==> config.mk <==
export PLATFORM = sky130hd
export DESIGN_NAME = round_referee
export DESIGN_NICKNAME = d
export VERILOG_FILES = /design/src/rtl/round_referee.sv
export SDC_FILE = /design/constraint.sdc
export NUM_CORES = 1
export LEC_CHECK = 0
export BUFFER_PORTS_ARGS = -buffer_cell sky130_fd_sc_hd__buf_2
export CORE_ASPECT_RATIO = 0.7
export CORE_MARGIN = 8
export CORE_UTILIZATION = 50
export CTS_CLUSTER_SIZE = 20
export DETAILED_ROUTE_END_ITERATION = 16
export PLACE_DENSITY = 0.81
export SYNTH_ARGS = -nofsm -noshare
export SYNTH_HDL_FRONTEND = slang
export SYNTH_SLANG_ARGS = --single-unit
==> constraint.sdc <==
create_clock -name clk_i -period 2.6 [get_ports clk_i]
set_input_delay 0.13 -clock clk_i [delete_from_list [all_inputs] [get_ports clk_i]]
set_output_delay 0.13 -clock clk_i [all_outputs]
set_load 0.005 [all_outputs]
==> src/rtl/round_referee.sv <==
// Round controller for a two-player card game: collects one card per player per round,
// presents both cards to an external comparator, scores the result and declares a winner.
module round_referee #(
  parameter int unsigned WIN_SCORE  = 3,
  parameter int unsigned MAX_ROUNDS = 9
) (
  input  logic       clk_i,
  input  logic       rst_ni,
  input  logic       start_i,
  input  logic [3:0] p1_card_i,
  input  logic       p1_valid_i,
  output logic       p1_ready_o,
  input  logic [3:0] p2_card_i,
  input  logic       p2_valid_i,
  output logic       p2_ready_o,
  output logic [3:0] p1_handcard_o,
  output logic [3:0] p2_handcard_o,
  input  logic [1:0] matchresult_i,
  output logic [1:0] round_result_o,
  output logic       result_valid_o,
  output logic [3:0] p1_score_o,
  output logic [3:0] p2_score_o,
  output logic [3:0] round_cnt_o,
  output logic       game_over_o,
  output logic [1:0] winner_o,
  output logic       protocol_err_o
);

  localparam logic [3:0] WinScore  = 4'(WIN_SCORE);
  localparam logic [3:0] MaxRounds = 4'(MAX_ROUNDS);

  typedef enum logic [1:0] {
    IDLE    = 2'd0,
    COLLECT = 2'd1,
    EVAL    = 2'd2,
    DONE    = 2'd3
  } state_e;

  state_e     state_q, state_d;
  logic       p1_held_q, p1_held_d;
  logic       p2_held_q, p2_held_d;
  logic [3:0] p1_hand_q, p1_hand_d;
  logic [3:0] p2_hand_q, p2_hand_d;
  logic [3:0] p1_score_q, p1_score_d;
  logic [3:0] p2_score_q, p2_score_d;
  logic [3:0] round_cnt_q, round_cnt_d;
  logic [1:0] round_result_q, round_result_d;
  logic       result_valid_q, result_valid_d;
  logic [1:0] winner_q, winner_d;
  logic       protocol_err_q, protocol_err_d;

  always_ff @(posedge clk_i or negedge rst_ni) begin
    if (!rst_ni) begin
      state_q        <= IDLE;
      p1_held_q      <= 1'b0;
      p2_held_q      <= 1'b0;
      p1_hand_q      <= 4'd0;
      p2_hand_q      <= 4'd0;
      p1_score_q     <= 4'd0;
      p2_score_q     <= 4'd0;
      round_cnt_q    <= 4'd0;
      round_result_q <= 2'b00;
      result_valid_q <= 1'b0;
      winner_q       <= 2'b00;
      protocol_err_q <= 1'b0;
    end else begin
      state_q        <= state_d;
      p1_held_q      <= p1_held_d;
      p2_held_q      <= p2_held_d;
      p1_hand_q      <= p1_hand_d;
      p2_hand_q      <= p2_hand_d;
      p1_score_q     <= p1_score_d;
      p2_score_q     <= p2_score_d;
      round_cnt_q    <= round_cnt_d;
      round_result_q <= round_result_d;
      result_valid_q <= result_valid_d;
      winner_q       <= winner_d;
      protocol_err_q <= protocol_err_d;
    end
  end

  always_comb begin
    state_d        = state_q;
    p1_held_d      = p1_held_q;
    p2_held_d      = p2_held_q;
    p1_hand_d      = p1_hand_q;
    p2_hand_d      = p2_hand_q;
    p1_score_d     = p1_score_q;
    p2_score_d     = p2_score_q;
    round_cnt_d    = round_cnt_q;
    round_result_d = round_result_q;
    result_valid_d = 1'b0;
    winner_d       = winner_q;
    protocol_err_d = protocol_err_q;

    unique case (state_q)
      IDLE, DONE: begin
        // Handcards are deliberately kept so the last round stays visible until new cards arrive.
        if (start_i) begin
          p1_score_d     = 4'd0;
          p2_score_d     = 4'd0;
          round_cnt_d    = 4'd0;
          protocol_err_d = 1'b0;
          winner_d       = 2'b00;
          p1_held_d      = 1'b0;
          p2_held_d      = 1'b0;
          state_d        = COLLECT;
        end
      end
      COLLECT: begin
        if (p1_valid_i && !p1_held_q) begin
          p1_hand_d = p1_card_i;
          p1_held_d = 1'b1;
        end
        if (p2_valid_i && !p2_held_q) begin
          p2_hand_d = p2_card_i;
          p2_held_d = 1'b1;
        end
        if (p1_held_d && p2_held_d) begin
          state_d = EVAL;
        end
      end
      EVAL: begin
        case (matchresult_i)
          2'b10:   p1_score_d = p1_score_q + 4'd1;
          2'b11:   p2_score_d = p2_score_q + 4'd1;
          2'b01:   ;
          default: protocol_err_d = 1'b1;
        endcase
        round_cnt_d    = round_cnt_q + 4'd1;
        round_result_d = matchresult_i;
        result_valid_d = 1'b1;
        p1_held_d      = 1'b0;
        p2_held_d      = 1'b0;
        // Winner is resolved here so it appears together with game_over on DONE entry.
        if (p1_score_d == WinScore || p2_score_d == WinScore || round_cnt_d == MaxRounds) begin
          state_d = DONE;
          if (p1_score_d > p2_score_d) begin
            winner_d = 2'b10;
          end else if (p2_score_d > p1_score_d) begin
            winner_d = 2'b11;
          end else begin
            winner_d = 2'b01;
          end
        end else begin
          state_d = COLLECT;
        end
      end
      default: state_d = IDLE;
    endcase
  end

  assign p1_ready_o     = (state_q == COLLECT) && !p1_held_q;
  assign p2_ready_o     = (state_q == COLLECT) && !p2_held_q;
  assign p1_handcard_o  = p1_hand_q;
  assign p2_handcard_o  = p2_hand_q;
  assign round_result_o = round_result_q;
  assign result_valid_o = result_valid_q;
  assign p1_score_o     = p1_score_q;
  assign p2_score_o     = p2_score_q;
  assign round_cnt_o    = round_cnt_q;
  assign game_over_o    = (state_q == DONE);
  assign winner_o       = winner_q;
  assign protocol_err_o = protocol_err_q;

endmodule

==> impl_results.md <==
* Outcome: completed
* Worst Setup End Kind: register
* Top delay family on crit path: adder cells
* Post-synthesis cell area at 1670 sq um
* Worst slew margin at 56.0%
* Area grow syn2layout at 22.0%
* Crit path launch type: register
* Max Slew Vio Count at 0
* Yosys warning count at 0
* Largest net degree at the start of global routing at 31
* Initial Util at 52.7%
* RSZ-0062 raised after global routing: false
* Vias in the first global route at 1180
* Fin. Hold Viols at 0
* Fin Setup TNS at 0 ns
* Setup Skew at 0.00726 ns
* Critical path arrival at 2.31 ns
* Cell taking the most area after synthesis: dfrtp_1
* Post-synthesis sequential area ratio at 44.9%
* Fillers at 274
* N_diodes at 0
* Fin nets at 234
* Core area at 3170 sq um
* GRT Util Overall at 13.4%
* Most frequent CP cell: ha_1
* Clock latency on the worst-skew pair at 0.29 ns
* Critical setup path kind: reg2reg
* Minimum clock period at 2.15 ns
* Final period util at 82.7%
* Count of cell types in the netlist at 36
* Final count of negative-setup-slack endpoints at 0
* Synth top area cells: dfrtp_1 (45%), ha_1 (9.0%), mux2_2 (7.4%)
* Die Ht at 64.4 microns
* Crit-path max cell delay at 0.47 ns
* Hold Crit Class: in2reg
* Routability cong. at 0.818
* 1st-iter DRT viols at 62
* Syn nets at 187
* Worst path cell trace: ha_1, mux2_2, ha_1, nand2b_1, a311oi_1, nor2_1, a21oi_1, mux2i_1
* Highest-delay cell along the critical path: dfrtp_1
* GRT overflow at 0
* Avg Inst Size Synth at 10.4 sq um
* Final ANT Viol Nets at 0
* Max-Cap Viols at 0
* Die Wd at 85.1 microns
* Pleak at 1.04 nW
* H-tree levels at 2
* DR vias at 1287
* Hpwl dp at 2740 microns
* Clock slew at reported path FFs at 0.07 ns
* Initial antenna violation count at 0
* Slew @ Worst Pin at 0.660 ns
* Max Clock Freq at 465 MHz
* Root Buffer: clkbuf_8
* Final core utilization at 64.3%
* Yosys reg bits at 30
* Power Dens Cells at 910 nW/um^2
* Area share of the largest cell type after synthesis at 44.9%
* Vias per cell at 5.23
* IO Count at 44
* Postcts setup bufs at 0
* Post-CTS Resized at 0
* CTS Hold Bufs at 1
* Total Wirelength at 3590 microns
* Clk buf depth at 2
* Post-route DRC at 0
* TritonRoute pass-1 iters at 4
* CTS buffer count at 5
* Max rail drop VDD at 0.630 mV
* TritonCTS clock tree: built
* First-pass GRT wire length at 5800 microns
* Layout cells sized above 1 at 33.2%
* Clock tree sinks at 30
* Worst path required time at 2.76 ns
* DIE AREA at 5480 sq um
* CP Max Fanout at 8
* WP buf/inv at 0
* Port Buffer Count at 43
* Routed length per instance at 14.6 microns
* Cells after Synth at 160
* Core Rows at 17
routing by layer:
layer | wire length (microns) | vias up | part of all wire, % | track usage [%]
met1 | 1720 | 609 | 48 | 16.3
met5 | 0 | - | 0 | 0
met3 | 169 | 8 | 4.7 | 4.72
li1 | - | 652 | - | -
met2 | 1620 | 18 | 45 | 20.2
met4 | 74 | 0 | 2.1 | 7.95
where the power goes:
group | total, mW | switching [mW] | internal [mW]
registers | 0.715 | 0.108 | 0.607
clock network | 0.461 | 0.180 | 0.281
logic | 0.679 | 0.345 | 0.334
cell usage after synthesis, drive strengths merged:
library cell  count
a22o              4
nand2b            2
a311oi            1
o22a              1
o21ai            14
nand4             2
nand4b            2
nor3b             1
nand3b            3
xor2              4
nor2              7
nor3              1
mux2             11
nand2            21
a211oi            1
ha               12
o22ai             3
o31ai             1
inv               5
buf               3
and2              4
clkbuf            3
dfrtp            30
a21o              1
a21oi            10
nor2b             5
xnor2             4
mux2i             3
nand3             1
worst reg2reg max path, delay by kind of cell, from the launching register on:
kind | cells | cell delay, ns
mux | 2 | 0.37
compound gates | 2 | 0.40
fa+ha+maj | 2 | 0.65
flops | 1 | 0.47
simple gates | 2 | 0.14
layout make-up:
cell class / instances / area [sq um] / share of cell area, %
repair buffers: 46 / 240 / 11.8
well taps: 38 / 47.5 / 2.33
clock buffers: 5 / 68.8 / 3.38
clock inverters: 3 / 40.0 / 1.96
inverters: 5 / 18.8 / 0.921
flip-flops and latches: 30 / 751 / 36.8
multi-input cells: 119 / 872 / 42.8
path summary, 6_finish.rpt:
check / slack (ns) / cells after the start / start / endpoint
setup / recovery: 0.45 / 8 / p2_score_o[0] / winner_o[1]
max in group asynchronous: 1.75 / 2 / rst_ni / p2_handcard_o[0]
hold reg to reg: 0.49 / 1 / protocol_err_o / protocol_err_o
min in group asynchronous: 0.41 / 2 / rst_ni / p1_score_o[3]
setup reg to reg: 0.45 / 8 / p2_score_o[0] / winner_o[1]
hold / removal: 0.07 / 2 / p1_card_i[2] / p1_handcard_o[2]
logic make-up (layout without fill, tap and decap cells):
group                    Yosys count  count (layout)  synth area share [%]
AND/OR/NAND/NOR                   49              49                  15.6
adder cells (fa/ha/maj)           12              12                  8.99
XOR/XNOR                           8               8                  4.64
AO/OA/AOI/OAI                     36              36                  13.8
flip-flops                        30              30                  44.9
buffers and inverters             11              59                  2.85
multiplexers                      14              14                  9.21
state kept, by name, summed over array words and instances, names as in the netlist:
name	cells
p1_handcard_o	4
p1_held_q	1
p1_score_o	4
p2_handcard_o	4
p2_held_q	1
p2_score_o	4
protocol_err_o	1
result_valid_o	1
round_cnt_o	4
round_result_o	2
state_q	2
winner_o	2
layout by cell type, fill, tap and decap left out, types with 2 or more instances in the layout:
cell type and n:
and2_1 2, nand4b_1 2, nand2b_1 2, buf_2 43, a21oi_1 9, nor2_1 7
mux2i_1 3, nand2_1 21, o22ai_1 3, buf_4 2, xnor2_1 4, dfrtp_1 30
inv_1 5, xor2_1 3, nor2b_1 5, mux2_2 11, clkbuf_8 5, o21ai_0 13
a22o_1 4, nand3b_1 3, ha_1 12, clkinv_2 2
stage by stage:
step	hold slack [ns]	instances	setup WS (ns)	total power, mW	cell area, sq um
final	0.0722	246	0.451	1.86	2040
after global routing	0.0687	246	0.347	1.99	2040
after CTS	0.0677	246	0.459	1.88	2040
after detailed placement	0.207	237	0.479	1.41	1920
after global placement	0.203	237	0.577	1.39	1920
after floorplan	-0.166	160	0.629	1.14	1670
(Power assumes the default switching activity.)
